$ cat config.mk
export PLATFORM = sky130hd
export DESIGN_NAME = mmio_uart_tx
export DESIGN_NICKNAME = d
export VERILOG_FILES = /design/src/rtl/mmio_uart_pkg.sv /design/src/rtl/sync_fifo.sv /design/src/rtl/mmio_uart_tx.sv
export SDC_FILE = /design/constraint.sdc
export NUM_CORES = 1
export LEC_CHECK = 0
export CORE_ASPECT_RATIO = 1.1
export CORE_MARGIN = 2
export CORE_UTILIZATION = 31
export CTS_CLUSTER_SIZE = 8
export DETAILED_ROUTE_END_ITERATION = 8
export MAX_ROUTING_LAYER = met4
export PLACE_DENSITY_LB_ADDON = 0.15
export SLEW_MARGIN = 20
export SYNTH_ARGS = -nofsm -noshare
export SYNTH_HDL_FRONTEND = slang
export SYNTH_SLANG_ARGS = --single-unit
$ cat constraint.sdc
create_clock -name clk -period 2.6 [get_ports clk]
set_input_delay 0.65 -clock clk [delete_from_list [all_inputs] [get_ports clk]]
set_output_delay 0.65 -clock clk [all_outputs]
set_load 0.01 [all_outputs]
$ cat src/rtl/mmio_uart_pkg.sv
// Shared definitions for the memory-mapped UART transmitter: register map,
// STATUS bit layout and the serial engine state encoding.
package mmio_uart_pkg;

  localparam logic [3:0] ADDR_TXDATA  = 4'h0;
  localparam logic [3:0] ADDR_STATUS  = 4'h4;
  localparam logic [3:0] ADDR_BAUDDIV = 4'h8;
  localparam logic [3:0] ADDR_CTRL    = 4'hC;

  localparam int unsigned ST_FULL    = 0;
  localparam int unsigned ST_EMPTY   = 1;
  localparam int unsigned ST_BUSY    = 2;
  localparam int unsigned ST_OVF     = 3;
  localparam int unsigned ST_CNT_LSB = 8;
  localparam int unsigned CNT_DISP_W = 4;

  localparam int unsigned DIV_W = 16;
  localparam logic [DIV_W-1:0] DEFAULT_BAUD_DIV = 16'd868;

  typedef enum logic [1:0] {
    S_IDLE  = 2'd0,
    S_START = 2'd1,
    S_DATA  = 2'd2,
    S_STOP  = 2'd3
  } tx_state_e;

endpackage

$ cat src/rtl/sync_fifo.sv
// Single-clock FIFO with registered occupancy; a push into a full FIFO is
// still accepted when a pop happens on the same edge.
module sync_fifo #(
  parameter int unsigned WIDTH = 8,
  parameter int unsigned DEPTH = 8
) (
  input  logic                       clk,
  input  logic                       reset,
  input  logic                       push,
  input  logic [WIDTH-1:0]           din,
  input  logic                       pop,
  output logic [WIDTH-1:0]           head_c,
  output logic                       full_c,
  output logic                       empty_c,
  output logic [$clog2(DEPTH):0]     count
);

  localparam int unsigned AW = $clog2(DEPTH);
  localparam int unsigned CW = AW + 1;

  logic [WIDTH-1:0] mem [DEPTH];
  logic [AW-1:0]    wr_ptr;
  logic [AW-1:0]    rd_ptr;
  logic             push_ok;
  logic             pop_ok;

  assign full_c  = (count == CW'(DEPTH));
  assign empty_c = (count == '0);
  assign head_c  = mem[rd_ptr];
  assign pop_ok  = pop && !empty_c;
  assign push_ok = push && (!full_c || pop_ok);

  // Storage array carries no reset.
  always_ff @(posedge clk) begin
    if (push_ok) mem[wr_ptr] <= din;
  end

  always_ff @(posedge clk or negedge reset) begin
    if (!reset) begin
      wr_ptr <= '0;
      rd_ptr <= '0;
      count  <= '0;
    end else begin
      if (push_ok) wr_ptr <= wr_ptr + AW'(1);
      if (pop_ok)  rd_ptr <= rd_ptr + AW'(1);
      case ({push_ok, pop_ok})
        2'b10:   count <= count + CW'(1);
        2'b01:   count <= count - CW'(1);
        default: count <= count;
      endcase
    end
  end

endmodule

$ cat src/rtl/mmio_uart_tx.sv
// CPU data-port UART transmitter: bus register file, TX FIFO and an 8N1
// serial engine that shifts bytes out LSB first.
module mmio_uart_tx
  import mmio_uart_pkg::*;
#(
  parameter int unsigned      FIFO_DEPTH  = 8,
  parameter logic [DIV_W-1:0] DEFAULT_DIV = DEFAULT_BAUD_DIV
) (
  input  logic        clk,
  input  logic        reset,
  input  logic        sel_i,
  input  logic [3:0]  we_i,
  input  logic [3:0]  addr_i,
  input  logic [31:0] wdata_i,
  output logic [31:0] rdata_o,
  output logic        tx_o,
  output logic        irq_o
);

  localparam int unsigned CNT_W = $clog2(FIFO_DEPTH) + 1;

  tx_state_e        state_q, state_d;
  logic [DIV_W-1:0] div_q;
  logic [DIV_W-1:0] period_q, period_d;
  logic [DIV_W-1:0] timer_q, timer_d;
  logic [DIV_W-1:0] div_m1_c;
  logic [2:0]       idx_q, idx_d;
  logic [7:0]       shift_q, shift_d;
  logic             tx_q, tx_d;
  logic             en_q;
  logic             ovf_q;
  logic [31:0]      rdata_q;

  logic             push_c;
  logic             pop_c;
  logic             start_c;
  logic [7:0]       head_c;
  logic             full_c;
  logic             empty_c;
  logic [CNT_W-1:0] fifo_count;
  logic [3:0]       word_addr_c;
  logic [CNT_DISP_W-1:0] cnt_disp_c;
  logic [31:0]      status_c;
  logic [31:0]      rd_mux_c;
  logic             unused_bits;

  assign unused_bits = ^{addr_i[1:0], wdata_i[31:16]};

  assign word_addr_c = {addr_i[3:2], 2'b00};
  assign push_c      = sel_i && we_i[0] && (word_addr_c == ADDR_TXDATA);
  assign div_m1_c    = (div_q == '0) ? '0 : div_q - DIV_W'(1);

  sync_fifo #(
    .WIDTH (8),
    .DEPTH (FIFO_DEPTH)
  ) u_fifo (
    .clk     (clk),
    .reset   (reset),
    .push    (push_c),
    .din     (wdata_i[7:0]),
    .pop     (pop_c),
    .head_c  (head_c),
    .full_c  (full_c),
    .empty_c (empty_c),
    .count   (fifo_count)
  );

  // Occupancy shown in a fixed 4-bit field, saturating for deep FIFOs.
  assign cnt_disp_c = (32'(fifo_count) > 32'd15) ? 4'hF : CNT_DISP_W'(fifo_count);

  always_comb begin
    status_c = '0;
    status_c[ST_FULL]  = full_c;
    status_c[ST_EMPTY] = empty_c;
    status_c[ST_BUSY]  = (state_q != S_IDLE);
    status_c[ST_OVF]   = ovf_q;
    status_c[ST_CNT_LSB +: CNT_DISP_W] = cnt_disp_c;
  end

  always_comb begin
    rd_mux_c = '0;
    case (word_addr_c)
      ADDR_STATUS:  rd_mux_c = status_c;
      ADDR_BAUDDIV: rd_mux_c = {16'h0000, div_q};
      ADDR_CTRL:    rd_mux_c = {31'h0, en_q};
      default:      rd_mux_c = '0;
    endcase
  end

  // Bus register file; reads capture pre-update values.
  always_ff @(posedge clk or negedge reset) begin
    if (!reset) begin
      div_q   <= DEFAULT_DIV;
      en_q    <= 1'b1;
      ovf_q   <= 1'b0;
      rdata_q <= '0;
    end else begin
      if (sel_i && (we_i == 4'b0000)) rdata_q <= rd_mux_c;
      if (sel_i && (we_i != 4'b0000)) begin
        case (word_addr_c)
          ADDR_STATUS:  if (we_i[0] && wdata_i[ST_OVF]) ovf_q <= 1'b0;
          ADDR_BAUDDIV: begin
            if (we_i[0]) div_q[7:0]  <= wdata_i[7:0];
            if (we_i[1]) div_q[15:8] <= wdata_i[15:8];
          end
          ADDR_CTRL:    if (we_i[0]) en_q <= wdata_i[0];
          default:      ;
        endcase
      end
      if (push_c && full_c && !pop_c) ovf_q <= 1'b1;
    end
  end

  // Serial engine next-state and next-output logic.
  always_comb begin
    state_d  = state_q;
    period_d = period_q;
    timer_d  = timer_q;
    idx_d    = idx_q;
    shift_d  = shift_q;
    tx_d     = tx_q;
    pop_c    = 1'b0;
    start_c  = 1'b0;
    case (state_q)
      S_IDLE: begin
        tx_d    = 1'b1;
        start_c = 1'b1;
      end
      S_START: begin
        if (timer_q == '0) begin
          state_d = S_DATA;
          timer_d = period_q;
          idx_d   = 3'd0;
          tx_d    = shift_q[0];
        end else begin
          timer_d = timer_q - DIV_W'(1);
        end
      end
      S_DATA: begin
        if (timer_q == '0) begin
          timer_d = period_q;
          if (idx_q == 3'd7) begin
            state_d = S_STOP;
            tx_d    = 1'b1;
          end else begin
            idx_d   = idx_q + 3'd1;
            shift_d = {1'b0, shift_q[7:1]};
            tx_d    = shift_q[1];
          end
        end else begin
          timer_d = timer_q - DIV_W'(1);
        end
      end
      S_STOP: begin
        if (timer_q == '0) begin
          state_d = S_IDLE;
          tx_d    = 1'b1;
          start_c = 1'b1;
        end else begin
          timer_d = timer_q - DIV_W'(1);
        end
      end
      default: begin
        state_d = S_IDLE;
        tx_d    = 1'b1;
      end
    endcase
    // Frame start: latch the divider so mid-frame writes wait for the next frame.
    if (start_c && en_q && !empty_c) begin
      pop_c    = 1'b1;
      state_d  = S_START;
      shift_d  = head_c;
      period_d = div_m1_c;
      timer_d  = div_m1_c;
      idx_d    = 3'd0;
      tx_d     = 1'b0;
    end
  end

  always_ff @(posedge clk or negedge reset) begin
    if (!reset) begin
      state_q  <= S_IDLE;
      period_q <= '0;
      timer_q  <= '0;
      idx_q    <= '0;
      shift_q  <= '0;
      tx_q     <= 1'b1;
    end else begin
      state_q  <= state_d;
      period_q <= period_d;
      timer_q  <= timer_d;
      idx_q    <= idx_d;
      shift_q  <= shift_d;
      tx_q     <= tx_d;
    end
  end

  assign rdata_o = rdata_q;
  assign tx_o    = tx_q;
  assign irq_o   = empty_c && (state_q == S_IDLE);

endmodule

Word-level counts from Yosys, hierarchy flattened. Memory sizes are Yosys's and may differ from the RTL's. Index checks and enable logic that the tools add are counted.

$add $sub $neg: 7. Equality and inequality tests: 17. Multiplexer cells: 37. Reductions and logical operators: 43.

Operator list (number): 16-bit 2-to-1 mux (4); 16-bit one-hot mux with 3 select lines (1); 16-bit zero test (2); 8-bit 2-to-1 mux (4); 16-bit one-hot mux with 2 select lines (1); 16-bit by 1-bit subtractor with 16-bit output (second input constant) (2); 3-bit != test (second input constant) (6); 3-bit AND reduction (6); 2-bit nonzero test (7); 1-bit 2-to-1 mux (13); 1-bit logical AND (12); 4-bit zero test (3); 3-bit 2-to-1 mux (4); 2-bit == test (second input constant) (5); 2-bit 2-to-1 mux (5); 3-bit by 1-bit adder with 3-bit output (second input constant) (3); 4-bit one-hot mux with 2 select lines (1); 4-bit nonzero test (2); 2-bit by 1-bit == test with 1-bit output (second input constant) (3); 2-bit one-hot mux with 3 select lines (1); 3-bit one-hot mux with 2 select lines (1); 3-bit nonzero test (2); 5-bit AND reduction (1); 4-bit by 1-bit adder with 4-bit output (second input constant) (1); 12 further kinds (14).

Flip-flop bits (word level): 106. RAM bits: 64. Input bits: 43. Output and inout port bits: 34. Logic and storage cells: 119. Memories: 1.

Memories: u_fifo.mem (words 8, width 8, read ports 1, clocked after Yosys merged registers in 0, wr ports 1, RTL line sync_fifo.sv:21) `logic [WIDTH-1:0] mem [DEPTH];`.

Logic depth before layout (Yosys ltp). Gate-level depths: netlist of the first run.

Depth in word-level cells: 11. Mapped depth: 13. Depth with buffers taken out: 12.

Hierarchy. A second synthesis of the first run with hierarchy kept.

Cells, all modules: 621. Area total of the unflattened synthesis: 7623.6 sq um.

By module, submodules not included: mmio_uart_tx (instances 1, cells an instance 459, area an instance 4510.6 sq um); sync_fifo (instances 1, cells an instance 162, area an instance 3113.0 sq um).

Worst setup path before layout of the first run. No wires, ideal clock.

Path type: register -> register. Start: register state_q[0]. End: register u_fifo.count[3]. Arrival time: 2706 ps. Data required time: 2521 ps. Path slack: -185 ps. Cell stages (with the launch flop): 12. Path buffers: 1. Period minus slack after synthesis: 2785 ps. Path through: dfrtp_1 inv_1 ha_1 or3b_2 buf_2 or3_4 inv_1 ha_1 a21o_1 a21oi_1 mux2i_1 xor2_1.

Word-level cells in the longest chain between the ends: 10. Elaborated cells between the ends (all ways): 13. Those cells by class: 3 x eq/ne; 3 x mux; 7 x reduce/logical.

Ends and longest elaborated chain: from (decl) (RTL line mmio_uart_tx.sv:22) `tx_state_e state_q, state_d;`; from (signal assigned) (RTL line mmio_uart_tx.sv:189) `state_q <= state_d;`; 2-bit == test or 2-bit zero test (tied branches) (RTL line mmio_uart_tx.sv:124) `case (state_q)`; 1-bit one-hot mux with 2 select lines * (RTL line mmio_uart_tx.sv:124); 1-bit logical AND * (2 in a row) (RTL line mmio_uart_tx.sv:169) `if (start_c && en_q && !empty_c) begin`; 1-bit 2-to-1 mux * (RTL line mmio_uart_tx.sv:169); 1-bit logical AND * (RTL line sync_fifo.sv:30) `assign pop_ok = pop && !empty_c;`; 1-bit logical OR (RTL line sync_fifo.sv:31) `assign push_ok = push && (!full_c || pop_ok);`; 1-bit logical AND (RTL line sync_fifo.sv:31); 2-bit by 1-bit == test with 1-bit output or 2-bit == test (tied branches) (RTL line sync_fifo.sv:46) `case ({push_ok, pop_ok})`; 4-bit one-hot mux with 2 select lines or 2-bit nonzero test (tied branches); to (signal assigned) (RTL line sync_fifo.sv:47) `2'b10: count <= count + CW'(1);`; to (signal assigned) (RTL line sync_fifo.sv:48) `2'b01: count <= count - CW'(1);`; to (signal assigned) (RTL line sync_fifo.sv:49) `default: count <= count;`; to (decl) (RTL line sync_fifo.sv:15) `output logic [$clog2(DEPTH):0] count`.

Every way passes the cells marked *; elsewhere a longest branch is shown, timed or not. A chain may end at the register's enable or synchronous reset.

Final worst setup path of the first run.
Start: register timer_q[1]. End: register u_fifo.count[3].

Word-level cells in the longest chain between the ends: 11. Elaborated cells between the ends (all ways): 13. Those cells by class: 2 x eq/ne; 4 x mux; 7 x reduce/logical.

Ends and longest elaborated chain: from (decl) (RTL line mmio_uart_tx.sv:25) `logic [DIV_W-1:0] timer_q, timer_d;`; from (signal assigned) (RTL line mmio_uart_tx.sv:191) `timer_q <= timer_d;`; 16-bit zero test * (RTL line mmio_uart_tx.sv:155) `if (timer_q == '0) begin`; 1-bit 2-to-1 mux * (RTL line mmio_uart_tx.sv:155); 1-bit one-hot mux with 2 select lines * (RTL line mmio_uart_tx.sv:124); 1-bit logical AND * (2 in a row) (RTL line mmio_uart_tx.sv:169); 1-bit 2-to-1 mux * (RTL line mmio_uart_tx.sv:169); 1-bit logical AND * (RTL line sync_fifo.sv:30); 1-bit logical OR (RTL line sync_fifo.sv:31); 1-bit logical AND (RTL line sync_fifo.sv:31); 2-bit by 1-bit == test with 1-bit output or 2-bit == test (tied branches) (RTL line sync_fifo.sv:46); 4-bit one-hot mux with 2 select lines or 2-bit nonzero test (tied branches).

Marked as above.

==> results of run 1 <==
[power by group]
part           internal, W  switching [W]  total, W
sequential         0.00306       0.000443   0.00351
combinational      0.00156        0.00156   0.00311
clock              0.00131        0.00120   0.00251
total              0.00593        0.00319   0.00913
[timing repair]
action	4_1_cts	5_1_grt
buffers inserted	0	2
cloned	0	0
setup endpoints to repair	3	2
pin swaps	2	2
resized for setup	13	2
[sequential cells by signal, summed over array words and instances, names as in the netlist]
signal         count
div_q             16
u_fifo.rd_ptr      3
ovf_q              1
period_q          16
timer_q           16
u_fifo.mem        64
shift_q            8
rdata_o           16
tx_o               1
u_fifo.count       4
idx_q              3
u_fifo.wr_ptr      3
state_q            2
en_q               1
[Yosys cell counts (all sizes together) (11+ instances only)]
cell	count
edfxtp	64
mux4	16
xor2	12
nor2	34
nor3	14
o21ai	48
a22oi	11
clkbuf	15
mux2i	12
mux2	19
xnor2	17
dfrtp	83
buf	30
a21oi	22
nand2	68
ha	14
inv	14
[how the worst min path moves through the flow]
stage / from / end / slack (ps) / cells after the start
2_1_floorplan: reset / div_q[0] / 350 / 0
3_3_place_gp: period_q[14] / period_q[14] / 460 / 1
3_5_place_dp: period_q[14] / period_q[14] / 470 / 1
4_1_cts: reset / u_fifo.count[1] / 280 / 2
5_1_grt: reset / rdata_o[8] / 280 / 2
6_report: reset / rdata_o[10] / 240 / 2
[worst reg2reg max path: stages (launching register included)]
cell                      delay, ps
sky130_fd_sc_hd__dfrtp_1        400
sky130_fd_sc_hd__inv_2           80
sky130_fd_sc_hd__ha_4           140
sky130_fd_sc_hd__nor4b_4        220
sky130_fd_sc_hd__and4_4         300
sky130_fd_sc_hd__a21oi_4         80
sky130_fd_sc_hd__or3_4          380
sky130_fd_sc_hd__inv_4           80
sky130_fd_sc_hd__ha_4           190
sky130_fd_sc_hd__a21o_1         160
sky130_fd_sc_hd__a21oi_2        130
sky130_fd_sc_hd__mux2i_1        230
sky130_fd_sc_hd__xor2_1         150
[kinds of logic (layout without fill, tap and decap cells)]
family,after synthesis,in the layout,share of synthesized area
muxes,47,47,0.0932
and+or+nand+nor,177,177,0.126
DFF,154,154,0.561
xor gates and xnor gates,29,29,0.0341
adders and majority gates,15,15,0.0262
AOI/OAI and AO/OA,133,133,0.117
other,1,16,0.000503
buffers and inverters,59,158,0.0420
[layer usage]
metal	vias up	global-route usage	wire, µm
li1	2436	-	-
met1	2535	0.191	8280
met2	78	0.248	8950
met3	13	0.0229	540
met4	0	0.0471	241
met5	-	-	0
[through the flow]
step / hold slack [ps] / setup TNS (ps) / power, W / cell area (µm²)
2_1_floorplan: 354 / -80.3 / 0.00538 / 7550
3_3_place_gp: 462 / -94.8 / 0.00651 / 8630
3_5_place_dp: 466 / -268 / 0.00660 / 8630
4_1_cts: 278 / 0 / 0.00920 / 9310
5_1_grt: 281 / -154 / 0.00969 / 9330
6_report: 242 / 0 / 0.00913 / 9330
[area by class of cell]
cell class                 count  area share
clock buffer                  17      0.0456
sequential                   154       0.448
inverter                      14     0.00590
timing repair buffer         112       0.105
tap                          305      0.0409
clock inverter                15      0.0206
multi-input combinational    417       0.334
[placed cells by master, fill, tap and decap left out, types with 11 or more instances in the layout]
master / instances
sky130_fd_sc_hd__a21oi_1: 19
sky130_fd_sc_hd__a22oi_1: 11
sky130_fd_sc_hd__buf_4: 68
sky130_fd_sc_hd__clkbuf_16: 17
sky130_fd_sc_hd__clkdlybuf4s50_1: 40
sky130_fd_sc_hd__conb_1: 16
sky130_fd_sc_hd__dfrtp_1: 83
sky130_fd_sc_hd__edfxtp_1: 64
sky130_fd_sc_hd__ha_1: 11
sky130_fd_sc_hd__mux2_2: 18
sky130_fd_sc_hd__mux2i_1: 12
sky130_fd_sc_hd__mux4_2: 16
sky130_fd_sc_hd__nand2_1: 67
sky130_fd_sc_hd__nor2_1: 30
sky130_fd_sc_hd__nor3_1: 11
sky130_fd_sc_hd__o21ai_0: 46
sky130_fd_sc_hd__xnor2_1: 17
sky130_fd_sc_hd__xor2_1: 12
==> impl_metrics.xml, run 1 <==
<?xml version="1.0" encoding="UTF-8"?>
<metrics>
  <group name="global_routing">
    <metric name="grt_max_degree" unit="">91</metric>
    <metric name="grt_pass1_vias" unit="">5322</metric>
    <metric name="grt.total_usage" unit="">0.150</metric>
    <metric name="antenna_found_initial" unit="">0</metric>
    <metric name="grt_overflow" unit="">0</metric>
    <metric name="global_route_wire_length_before_repair" unit="mm">29.1</metric>
  </group>
  <group name="critical_path">
    <metric name="worst_setup_path_end_kind" unit="">flop</metric>
    <metric name="cpMaxStageDelayCell" unit="">sky130_fd_sc_hd__dfrtp_1</metric>
    <metric name="reg_to_reg_endpoint" unit="">u_fifo.count[3]</metric>
    <metric name="timing.critical_path.arrival" unit="ps">2950</metric>
    <metric name="cp_slowest_stage_delay" unit="ps">400</metric>
    <metric name="rr_worst_depth" unit="">12</metric>
    <metric name="timing.critical_path.mode_cell" unit="">sky130_fd_sc_hd__ha_4</metric>
    <metric name="type_of_the_worst_setup_path" unit="">reg -&gt; reg</metric>
    <metric name="critical_path_buf_inv_count" unit="">2</metric>
    <metric name="critPathTopFamily" unit="">simple AND/OR/NAND/NOR gates</metric>
    <metric name="worst_ep_required_time" unit="ps">2950</metric>
    <metric name="r2r-start" unit="">timer_q[1]</metric>
    <metric name="crit_start" unit="">timer_q[1]</metric>
    <metric name="worst-path-stages" unit="">12</metric>
    <metric name="timing.critical_path.from_type" unit="">flop</metric>
    <metric name="crit_chain" unit="">inv_2, ha_4, nor4b_4, and4_4, a21oi_4, or3_4, inv_4, ha_4, a21o_1, a21oi_2, mux2i_1, xor2_1</metric>
    <metric name="path_max_fanout" unit="">2</metric>
    <metric name="worstSetupEndpoint" unit="">u_fifo.count[3]</metric>
    <metric name="reg2reg_setup_slack" unit="ps">4</metric>
  </group>
  <group name="placement">
    <metric name="gp_congestion" unit="">0.808</metric>
    <metric name="post-dp-hpwl" unit="mm">13.0</metric>
    <metric name="dp_worst_setup_slack" unit="ps">-155</metric>
    <metric name="place.port_buffers" unit="">42</metric>
    <metric name="placed_cells_incl_taps" unit="">1000</metric>
  </group>
  <group name="cells_and_area">
    <metric name="finalCoreUtilization" unit="">0.395</metric>
    <metric name="drive_above_1_share" unit="">0.247</metric>
    <metric name="final_net_count" unit="">774</metric>
    <metric name="instances_no_fill" unit="">1034</metric>
    <metric name="insertedDiodeCount" unit="">0</metric>
    <metric name="layout.filler_cells" unit="">2276</metric>
    <metric name="multi_input_comb_area" unit="mm²">0.00312</metric>
    <metric name="regArea" unit="mm²">0.00418</metric>
    <metric name="area.growth.synth_to_final" unit="%">25.2</metric>
  </group>
  <group name="timing">
    <metric name="period_minus_slack" unit="ps">2600</metric>
    <metric name="timing_hold_violations_final" unit="">0</metric>
    <metric name="final_max_slew_viol_count" unit="">0</metric>
    <metric name="fin_ws" unit="ps">3.77</metric>
    <metric name="tightest_slew" unit="ps">660</metric>
    <metric name="setup-violations-final" unit="">0</metric>
    <metric name="skew" unit="ps">11.8</metric>
    <metric name="finalCritPeriodShare" unit="">0.999</metric>
    <metric name="max_freq" unit="GHz">0.385</metric>
    <metric name="rsz0062_at_grt" unit="">yes</metric>
    <metric name="slew_headroom" unit="">0.558</metric>
  </group>
  <group name="floorplanning">
    <metric name="floorplan.die.height" unit="µm">167</metric>
    <metric name="num_rows" unit="">59</metric>
    <metric name="core_area" unit="mm²">0.0236</metric>
    <metric name="fp.dieArea" unit="mm²">0.0253</metric>
    <metric name="die_width" unit="µm">152</metric>
    <metric name="initial_cell_density_of_the_core" unit="">0.316</metric>
    <metric name="design.portCount" unit="">77</metric>
  </group>
  <group name="clock_tree">
    <metric name="clockBufferDepth" unit="">2</metric>
    <metric name="clkLatencyLatePin" unit="ps">430</metric>
    <metric name="number_of_buffers_inserted_for_hold_repair_after_clock_tree_synthesis" unit="">0</metric>
    <metric name="tritoncts_clock_tree" unit="">yes</metric>
    <metric name="number_of_buffers_created_by_cts" unit="">17</metric>
    <metric name="clk_pin_slew_worst_paths" unit="ps">70</metric>
    <metric name="ctsRootBufferMaster" unit="">sky130_fd_sc_hd__clkbuf_16</metric>
    <metric name="clkSinkCount" unit="">154</metric>
    <metric name="ctsHtreeMaxLevel" unit="">4</metric>
  </group>
  <group name="synth">
    <metric name="synth_top_cell_by_area" unit="">sky130_fd_sc_hd__dfrtp_1</metric>
    <metric name="syn-cell-area" unit="mm²">0.00745</metric>
    <metric name="dominantRegCellSynth" unit="">sky130_fd_sc_hd__dfrtp_1</metric>
    <metric name="postSynth.asyncResetShare" unit="">0.584</metric>
    <metric name="synth_top_cells_by_area" unit="">sky130_fd_sc_hd__dfrtp_1 28%, sky130_fd_sc_hd__edfxtp_1 26%, sky130_fd_sc_hd__mux4_2 4.8%</metric>
    <metric name="synth.ff_latch_count" unit="">154</metric>
    <metric name="synth.top_cell.area_share" unit="">0.279</metric>
    <metric name="syn_avg_cell_area" unit="µm²">12.1</metric>
    <metric name="post_synth_edffs" unit="">64</metric>
    <metric name="post_synth_num_cell_types" unit="">66</metric>
    <metric name="syn-instance-count" unit="">615</metric>
    <metric name="seq_area_frac_synth" unit="">0.561</metric>
    <metric name="yosysWarnings" unit="">0</metric>
  </group>
  <group name="run">
    <metric name="cap_violations" unit="">0</metric>
  </group>
  <group name="worst_hold_path">
    <metric name="worst_hold_path_type" unit="">in -&gt; async</metric>
  </group>
  <group name="drt">
    <metric name="drt_drc_violations_left" unit="">0</metric>
    <metric name="drt_antenna_net_count" unit="">0</metric>
    <metric name="wl_per_cell" unit="µm">17.4</metric>
    <metric name="drt-total-wl" unit="mm">18.0</metric>
    <metric name="detailroute.via_count" unit="">5062</metric>
    <metric name="first_iter_violations" unit="">244</metric>
    <metric name="routed_via_density" unit="">4.90</metric>
    <metric name="detailedRoute.firstPassIterationCount" unit="">4</metric>
  </group>
  <group name="status">
    <metric name="run_status" unit="">finished, final reports clean</metric>
  </group>
  <group name="power_and_ir_drop">
    <metric name="worst_ir_drop_vdd" unit="mV">0.470</metric>
    <metric name="leakage" unit="nW">3.61</metric>
    <metric name="p_per_area" unit="mW/mm²">978</metric>
  </group>
</metrics>
Power figures use the tool's default switching activity.
==> run 2: changes to the inputs <==
SKIP_LAST_GASP = 1   (was unset)
==> impl_metrics.xml, run 2 (synthesized netlist as in run 1, its figures left out) <==
<?xml version="1.0" encoding="UTF-8"?>
<metrics>
  <group name="clock_tree">
    <metric name="clk_pin_slew_worst_paths" unit="ps">70</metric>
    <metric name="number_of_buffers_inserted_for_hold_repair_after_clock_tree_synthesis" unit="">0</metric>
    <metric name="clkLatencyLatePin" unit="ps">430</metric>
    <metric name="tritoncts_clock_tree" unit="">yes</metric>
    <metric name="clkSinkCount" unit="">154</metric>
    <metric name="clockBufferDepth" unit="">2</metric>
    <metric name="ctsHtreeMaxLevel" unit="">4</metric>
    <metric name="number_of_buffers_created_by_cts" unit="">17</metric>
    <metric name="ctsRootBufferMaster" unit="">sky130_fd_sc_hd__clkbuf_16</metric>
  </group>
  <group name="cells_and_area">
    <metric name="layout.cells.most_common_list" unit="">83 x sky130_fd_sc_hd__dfrtp_1, 70 x sky130_fd_sc_hd__buf_4, 67 x sky130_fd_sc_hd__nand2_1</metric>
    <metric name="drive_above_1_share" unit="">0.249</metric>
    <metric name="insertedDiodeCount" unit="">0</metric>
    <metric name="finalCoreUtilization" unit="">0.395</metric>
    <metric name="layout.filler_cells" unit="">2270</metric>
    <metric name="register_with_the_highest_flop_count" unit="">u_fifo.mem</metric>
    <metric name="final_net_count" unit="">776</metric>
    <metric name="instances_no_fill" unit="">1036</metric>
    <metric name="final_common_cell" unit="">sky130_fd_sc_hd__dfrtp_1</metric>
    <metric name="largest_register_ffs" unit="">64</metric>
    <metric name="area.growth.synth_to_final" unit="%">25.3</metric>
  </group>
  <group name="drt">
    <metric name="wl_per_cell" unit="µm">17.4</metric>
    <metric name="drt-total-wl" unit="mm">18.0</metric>
    <metric name="drt_antenna_net_count" unit="">0</metric>
    <metric name="first_iter_violations" unit="">270</metric>
    <metric name="routed_via_density" unit="">4.92</metric>
    <metric name="drt_drc_violations_left" unit="">0</metric>
    <metric name="detailedRoute.firstPassIterationCount" unit="">5</metric>
    <metric name="detailroute.via_count" unit="">5099</metric>
  </group>
  <group name="timing">
    <metric name="final.setup.tns" unit="ps">-138</metric>
    <metric name="skew" unit="ps">12.6</metric>
    <metric name="final_max_slew_viol_count" unit="">0</metric>
    <metric name="finalCritPeriodShare" unit="">1.04</metric>
    <metric name="fin_ws" unit="ps">-107</metric>
    <metric name="max_freq" unit="GHz">0.369</metric>
    <metric name="tightest_slew" unit="ps">665</metric>
    <metric name="timing_hold_violations_final" unit="">0</metric>
    <metric name="period_minus_slack" unit="ps">2710</metric>
    <metric name="rsz0062_at_grt" unit="">yes</metric>
    <metric name="setup-violations-final" unit="">2</metric>
    <metric name="slew_headroom" unit="">0.555</metric>
  </group>
  <group name="status">
    <metric name="violations" unit="">setup timing</metric>
    <metric name="run_status" unit="">finished with violations</metric>
  </group>
  <group name="floorplanning">
    <metric name="die_width" unit="µm">152</metric>
    <metric name="fp.dieArea" unit="mm²">0.0253</metric>
    <metric name="core_area" unit="mm²">0.0236</metric>
    <metric name="initial_cell_density_of_the_core" unit="">0.316</metric>
    <metric name="design.portCount" unit="">77</metric>
    <metric name="num_rows" unit="">59</metric>
    <metric name="floorplan.die.height" unit="µm">167</metric>
  </group>
  <group name="power_and_ir_drop">
    <metric name="leakage" unit="nW">3.61</metric>
    <metric name="p_per_area" unit="mW/mm²">978</metric>
    <metric name="post-layout-total-power" unit="W">0.00914</metric>
    <metric name="worst_ir_drop_vdd" unit="mV">0.474</metric>
  </group>
  <group name="critical_path">
    <metric name="worst_setup_path_end_kind" unit="">flop</metric>
    <metric name="worst_ep_required_time" unit="ps">2910</metric>
    <metric name="path_max_fanout" unit="">3</metric>
    <metric name="type_of_the_worst_setup_path" unit="">reg -&gt; reg</metric>
    <metric name="timing.critical_path.from_type" unit="">flop</metric>
    <metric name="timing.critical_path.arrival" unit="ps">3020</metric>
  </group>
  <group name="placement">
    <metric name="post-dp-hpwl" unit="mm">13.0</metric>
    <metric name="placed_cells_incl_taps" unit="">1000</metric>
    <metric name="gp_congestion" unit="">0.808</metric>
    <metric name="place.port_buffers" unit="">42</metric>
  </group>
  <group name="global_routing">
    <metric name="global_route_wire_length_before_repair" unit="mm">29.1</metric>
    <metric name="antenna_found_initial" unit="">0</metric>
    <metric name="grt.total_usage" unit="">0.150</metric>
    <metric name="grt_max_degree" unit="">91</metric>
    <metric name="grt_pass1_vias" unit="">5325</metric>
    <metric name="grt_overflow" unit="">0</metric>
  </group>
  <group name="run">
    <metric name="cap_violations" unit="">0</metric>
  </group>
  <group name="worst_hold_path">
    <metric name="worst_hold_path_type" unit="">in -&gt; async</metric>
  </group>
</metrics>
## run 2: changes by cell type in the layout (fill, tap and decap cells not counted), sizes merged
| cell | before | now |
|---|---|---|
| buf | 71 | 73 |
## run 2: through the flow
step           instance area, µm²  hold slack [ps]  setup slack [ps]
4_1_cts                      9280              278             -49.0
3_3_place_gp                 8630              462             -59.0
5_1_grt                      9340              281              -182
3_5_place_dp                 8630              466              -155
6_report                     9340              242              -107
2_1_floorplan                7550              354             -80.3
## run 2: cell type report
cell class	count	area, µm²	area share
clock buffer	17	425	0.0455
inverter	14	55.1	0.00589
tap	305	382	0.0409
timing repair buffer	114	995	0.106
multi-input combinational	417	3110	0.333
clock inverter	15	193	0.0206
sequential	154	4180	0.448
## run 2: worst max-delay path: stages, from the launching register on
cell	delay, ps
sky130_fd_sc_hd__dfrtp_1	400
sky130_fd_sc_hd__inv_2	80
sky130_fd_sc_hd__ha_4	140
sky130_fd_sc_hd__nor4b_4	210
sky130_fd_sc_hd__and4_4	290
sky130_fd_sc_hd__a21oi_4	70
sky130_fd_sc_hd__or3_4	400
sky130_fd_sc_hd__buf_4	150
sky130_fd_sc_hd__buf_12	120
sky130_fd_sc_hd__fa_2	330
sky130_fd_sc_hd__xnor2_1	120
sky130_fd_sc_hd__mux2_2	270
## run 2: routing by layer
layer,share of wire,track usage,wire length [µm],up-vias
li1,-,-,-,2442
met2,0.50,0.248,8930,86
met1,0.46,0.191,8370,2555
met5,0,-,0,-
met3,0.024,0.0229,437,16
met4,0.015,0.0471,272,0
## run 2: timing repair
action                                 CTS  global route
setup endpoints to repair                3             6
pin swaps                                2             7
cloned                                   0             0
endpoints found under the hold margin    0             0
setup buffers                            0             4
gates resized for setup                  9             4
## run 2: power breakdown
group          total (W)  leakage, nW  switching [W]  internal (W)
Clock            0.00251        0.295        0.00120       0.00131
Combinational    0.00312         1.63        0.00156       0.00156
Sequential       0.00351         1.69       0.000446       0.00306
## run 2: worst paths after layout
kind                              startpoint              end  slack, ps  cells after the start
worst max-delay path              timer_q[0]  u_fifo.count[2]       -110                     11
worst min-delay path                   reset      rdata_o[10]        240                      2
worst max register to register    timer_q[0]  u_fifo.count[2]       -110                     11
worst min register to register  period_q[14]     period_q[14]        480                      1
max in group asynchronous              reset             tx_o       1940                      2
min in group clk                period_q[14]     period_q[14]        480                      1
==> run 3: changes to the inputs <==
RECOVER_POWER = 50   (was unset)
==> impl_metrics.xml, run 3 (synthesized netlist as in run 1, its figures left out) <==
<?xml version="1.0" encoding="UTF-8"?>
<metrics>
  <group name="run">
    <metric name="cap_violations" unit="">1</metric>
  </group>
  <group name="floorplanning">
    <metric name="fp.dieArea" unit="mm²">0.0253</metric>
    <metric name="core_area" unit="mm²">0.0236</metric>
    <metric name="design.portCount" unit="">77</metric>
    <metric name="num_rows" unit="">59</metric>
    <metric name="die_width" unit="µm">152</metric>
    <metric name="initial_cell_density_of_the_core" unit="">0.316</metric>
    <metric name="floorplan.die.height" unit="µm">167</metric>
  </group>
  <group name="drt">
    <metric name="drt-total-wl" unit="mm">18.1</metric>
    <metric name="routed_via_density" unit="">4.95</metric>
    <metric name="detailroute.via_count" unit="">5127</metric>
    <metric name="drt_drc_violations_left" unit="">0</metric>
    <metric name="detailedRoute.firstPassIterationCount" unit="">5</metric>
    <metric name="first_iter_violations" unit="">321</metric>
    <metric name="wl_per_cell" unit="µm">17.5</metric>
    <metric name="drt_antenna_net_count" unit="">0</metric>
  </group>
  <group name="global_routing">
    <metric name="global_route_wire_length_before_repair" unit="mm">29.1</metric>
    <metric name="grt_pass1_vias" unit="">5325</metric>
    <metric name="grt_max_degree" unit="">91</metric>
    <metric name="antenna_found_initial" unit="">0</metric>
    <metric name="grt.total_usage" unit="">0.150</metric>
    <metric name="grt_overflow" unit="">0</metric>
  </group>
  <group name="power_and_ir_drop">
    <metric name="p_per_area" unit="mW/mm²">980</metric>
    <metric name="leakage" unit="nW">3.61</metric>
    <metric name="post-layout-total-power" unit="W">0.00914</metric>
    <metric name="worst_ir_drop_vdd" unit="mV">0.472</metric>
  </group>
  <group name="worst_hold_path">
    <metric name="worst_hold_path_type" unit="">reg -&gt; reg</metric>
  </group>
  <group name="timing">
    <metric name="tightest_slew" unit="ps">2100</metric>
    <metric name="whs" unit="ps">483</metric>
    <metric name="final_max_slew_viol_count" unit="">91</metric>
    <metric name="period_minus_slack" unit="ps">2710</metric>
    <metric name="setup-violations-final" unit="">2</metric>
    <metric name="skew" unit="ps">12.6</metric>
    <metric name="finalCritPeriodShare" unit="">1.04</metric>
    <metric name="slew_headroom" unit="">-0.399</metric>
    <metric name="rsz0062_at_grt" unit="">yes</metric>
    <metric name="max_freq" unit="GHz">0.369</metric>
    <metric name="fin_ws" unit="ps">-110</metric>
    <metric name="timing_hold_violations_final" unit="">0</metric>
  </group>
  <group name="cells_and_area">
    <metric name="area.growth.synth_to_final" unit="%">25.0</metric>
    <metric name="drive_above_1_share" unit="">0.248</metric>
    <metric name="register_with_the_highest_flop_count" unit="">u_fifo.mem</metric>
    <metric name="finalCoreUtilization" unit="">0.395</metric>
    <metric name="layout.filler_cells" unit="">2275</metric>
    <metric name="largest_register_ffs" unit="">64</metric>
    <metric name="layout.cells.most_common_list" unit="">83 x sky130_fd_sc_hd__dfrtp_1, 67 x sky130_fd_sc_hd__nand2_1, 67 x sky130_fd_sc_hd__buf_4</metric>
    <metric name="final_net_count" unit="">776</metric>
    <metric name="final_common_cell" unit="">sky130_fd_sc_hd__dfrtp_1</metric>
    <metric name="insertedDiodeCount" unit="">0</metric>
    <metric name="instances_no_fill" unit="">1036</metric>
  </group>
  <group name="clock_tree">
    <metric name="number_of_buffers_inserted_for_hold_repair_after_clock_tree_synthesis" unit="">0</metric>
    <metric name="clkLatencyLatePin" unit="ps">430</metric>
    <metric name="tritoncts_clock_tree" unit="">yes</metric>
    <metric name="clockBufferDepth" unit="">2</metric>
    <metric name="clkSinkCount" unit="">154</metric>
    <metric name="clk_pin_slew_worst_paths" unit="ps">70</metric>
    <metric name="ctsRootBufferMaster" unit="">sky130_fd_sc_hd__clkbuf_16</metric>
    <metric name="ctsHtreeMaxLevel" unit="">4</metric>
    <metric name="number_of_buffers_created_by_cts" unit="">17</metric>
  </group>
  <group name="placement">
    <metric name="gp_congestion" unit="">0.808</metric>
    <metric name="placed_cells_incl_taps" unit="">1000</metric>
    <metric name="dp_worst_setup_slack" unit="ps">-155</metric>
    <metric name="place.port_buffers" unit="">42</metric>
    <metric name="post-dp-hpwl" unit="mm">13.0</metric>
  </group>
  <group name="critical_path">
    <metric name="worst_setup_path_end_kind" unit="">flop</metric>
    <metric name="path_max_fanout" unit="">3</metric>
    <metric name="timing.critical_path.from_type" unit="">flop</metric>
    <metric name="cp_slowest_stage_delay" unit="ps">400</metric>
    <metric name="timing.critical_path.arrival" unit="ps">3020</metric>
    <metric name="critical_path_buf_inv_count" unit="">3</metric>
    <metric name="worst_ep_required_time" unit="ps">2910</metric>
    <metric name="type_of_the_worst_setup_path" unit="">reg -&gt; reg</metric>
    <metric name="cpMaxStageDelayCell" unit="">sky130_fd_sc_hd__dfrtp_1</metric>
    <metric name="critPathTopFamily" unit="">simple AND/OR/NAND/NOR gates</metric>
    <metric name="crit_chain" unit="">inv_2, ha_4, nor4b_4, and4_4, a21oi_4, or3_4, buf_4, buf_12, fa_2, xnor2_1, mux2_2</metric>
  </group>
  <group name="status">
    <metric name="violations" unit="">capacitance limit, slew limit, setup timing</metric>
    <metric name="run_status" unit="">finished with violations</metric>
  </group>
</metrics>
run 3: cell types whose count changed in the layout (fill, tap and decap cells not counted):
cell                              before  now
sky130_fd_sc_hd__dlygate4sd3_1         0    9
sky130_fd_sc_hd__clkbuf_4              0    1
sky130_fd_sc_hd__buf_4                70   67
sky130_fd_sc_hd__buf_2                 0    1
sky130_fd_sc_hd__clkbuf_1              0    1
sky130_fd_sc_hd__clkdlybuf4s50_1      40   31
sky130_fd_sc_hd__buf_12                3    2
sky130_fd_sc_hd__clkbuf_2              0    1
run 3: power by group:
| group | total, W | leakage, nW | switching, W | internal [W] |
|---|---|---|---|---|
| Clock | 0.00251 | 0.295 | 0.00120 | 0.00131 |
| Sequential | 0.00351 | 1.69 | 0.000444 | 0.00306 |
| Combinational | 0.00312 | 1.62 | 0.00156 | 0.00156 |
| Total | 0.00914 | 3.61 | 0.00321 | 0.00593 |
run 3: through the flow:
stage                     area, µm²  TNS, ps
after global routing           9320    -1030
after global placement         8630    -94.8
after detailed placement       8630     -268
after CTS                      9280    -49.0
after floorplan                7550    -80.3
final                          9320     -146
run 3: final timing paths:
check / start / to / slack [ps] / cells past startpoint
max in group asynchronous: reset / shift_q[7] / 400 / 2
min: period_q[14] / period_q[14] / 480 / 1
min reg2reg: period_q[14] / period_q[14] / 480 / 1
max reg2reg: timer_q[0] / u_fifo.count[2] / -110 / 11
max: timer_q[0] / u_fifo.count[2] / -110 / 11
min in group asynchronous: reset / rdata_o[10] / 930 / 2
run 3: worst reg2reg max path: stages, from the launching register on:
cell,delay [ps]
sky130_fd_sc_hd__dfrtp_1,400
sky130_fd_sc_hd__inv_2,80
sky130_fd_sc_hd__ha_4,140
sky130_fd_sc_hd__nor4b_4,220
sky130_fd_sc_hd__and4_4,290
sky130_fd_sc_hd__a21oi_4,70
sky130_fd_sc_hd__or3_4,400
sky130_fd_sc_hd__buf_4,150
sky130_fd_sc_hd__buf_12,120
sky130_fd_sc_hd__fa_2,330
sky130_fd_sc_hd__xnor2_1,120
sky130_fd_sc_hd__mux2_2,270
run 3: what timing repair did:
action,in CTS,in global routing
buffers inserted,0,4
pin swaps,2,7
setup endpoints to repair,3,6
gates resized for setup,9,4
run 3: cell type report:
class                      instances  area (µm²)  share of cell area
timing repair buffer             114         973               0.104
multi-input combinational        417        3110               0.334
sequential                       154        4180               0.449
clock buffer                      17         425              0.0456
clock inverter                    15         193              0.0207
inverter                          14        55.1             0.00591
tap                              305         382              0.0409
run 3: routing by layer:
layer  vias up  wire length (µm)  GRT usage
li1       2442                 -          -
met1      2595              8460      0.191
met2        77              9020      0.248
met3        13               393     0.0229
met4         0               241     0.0471
met5         -                 0          -
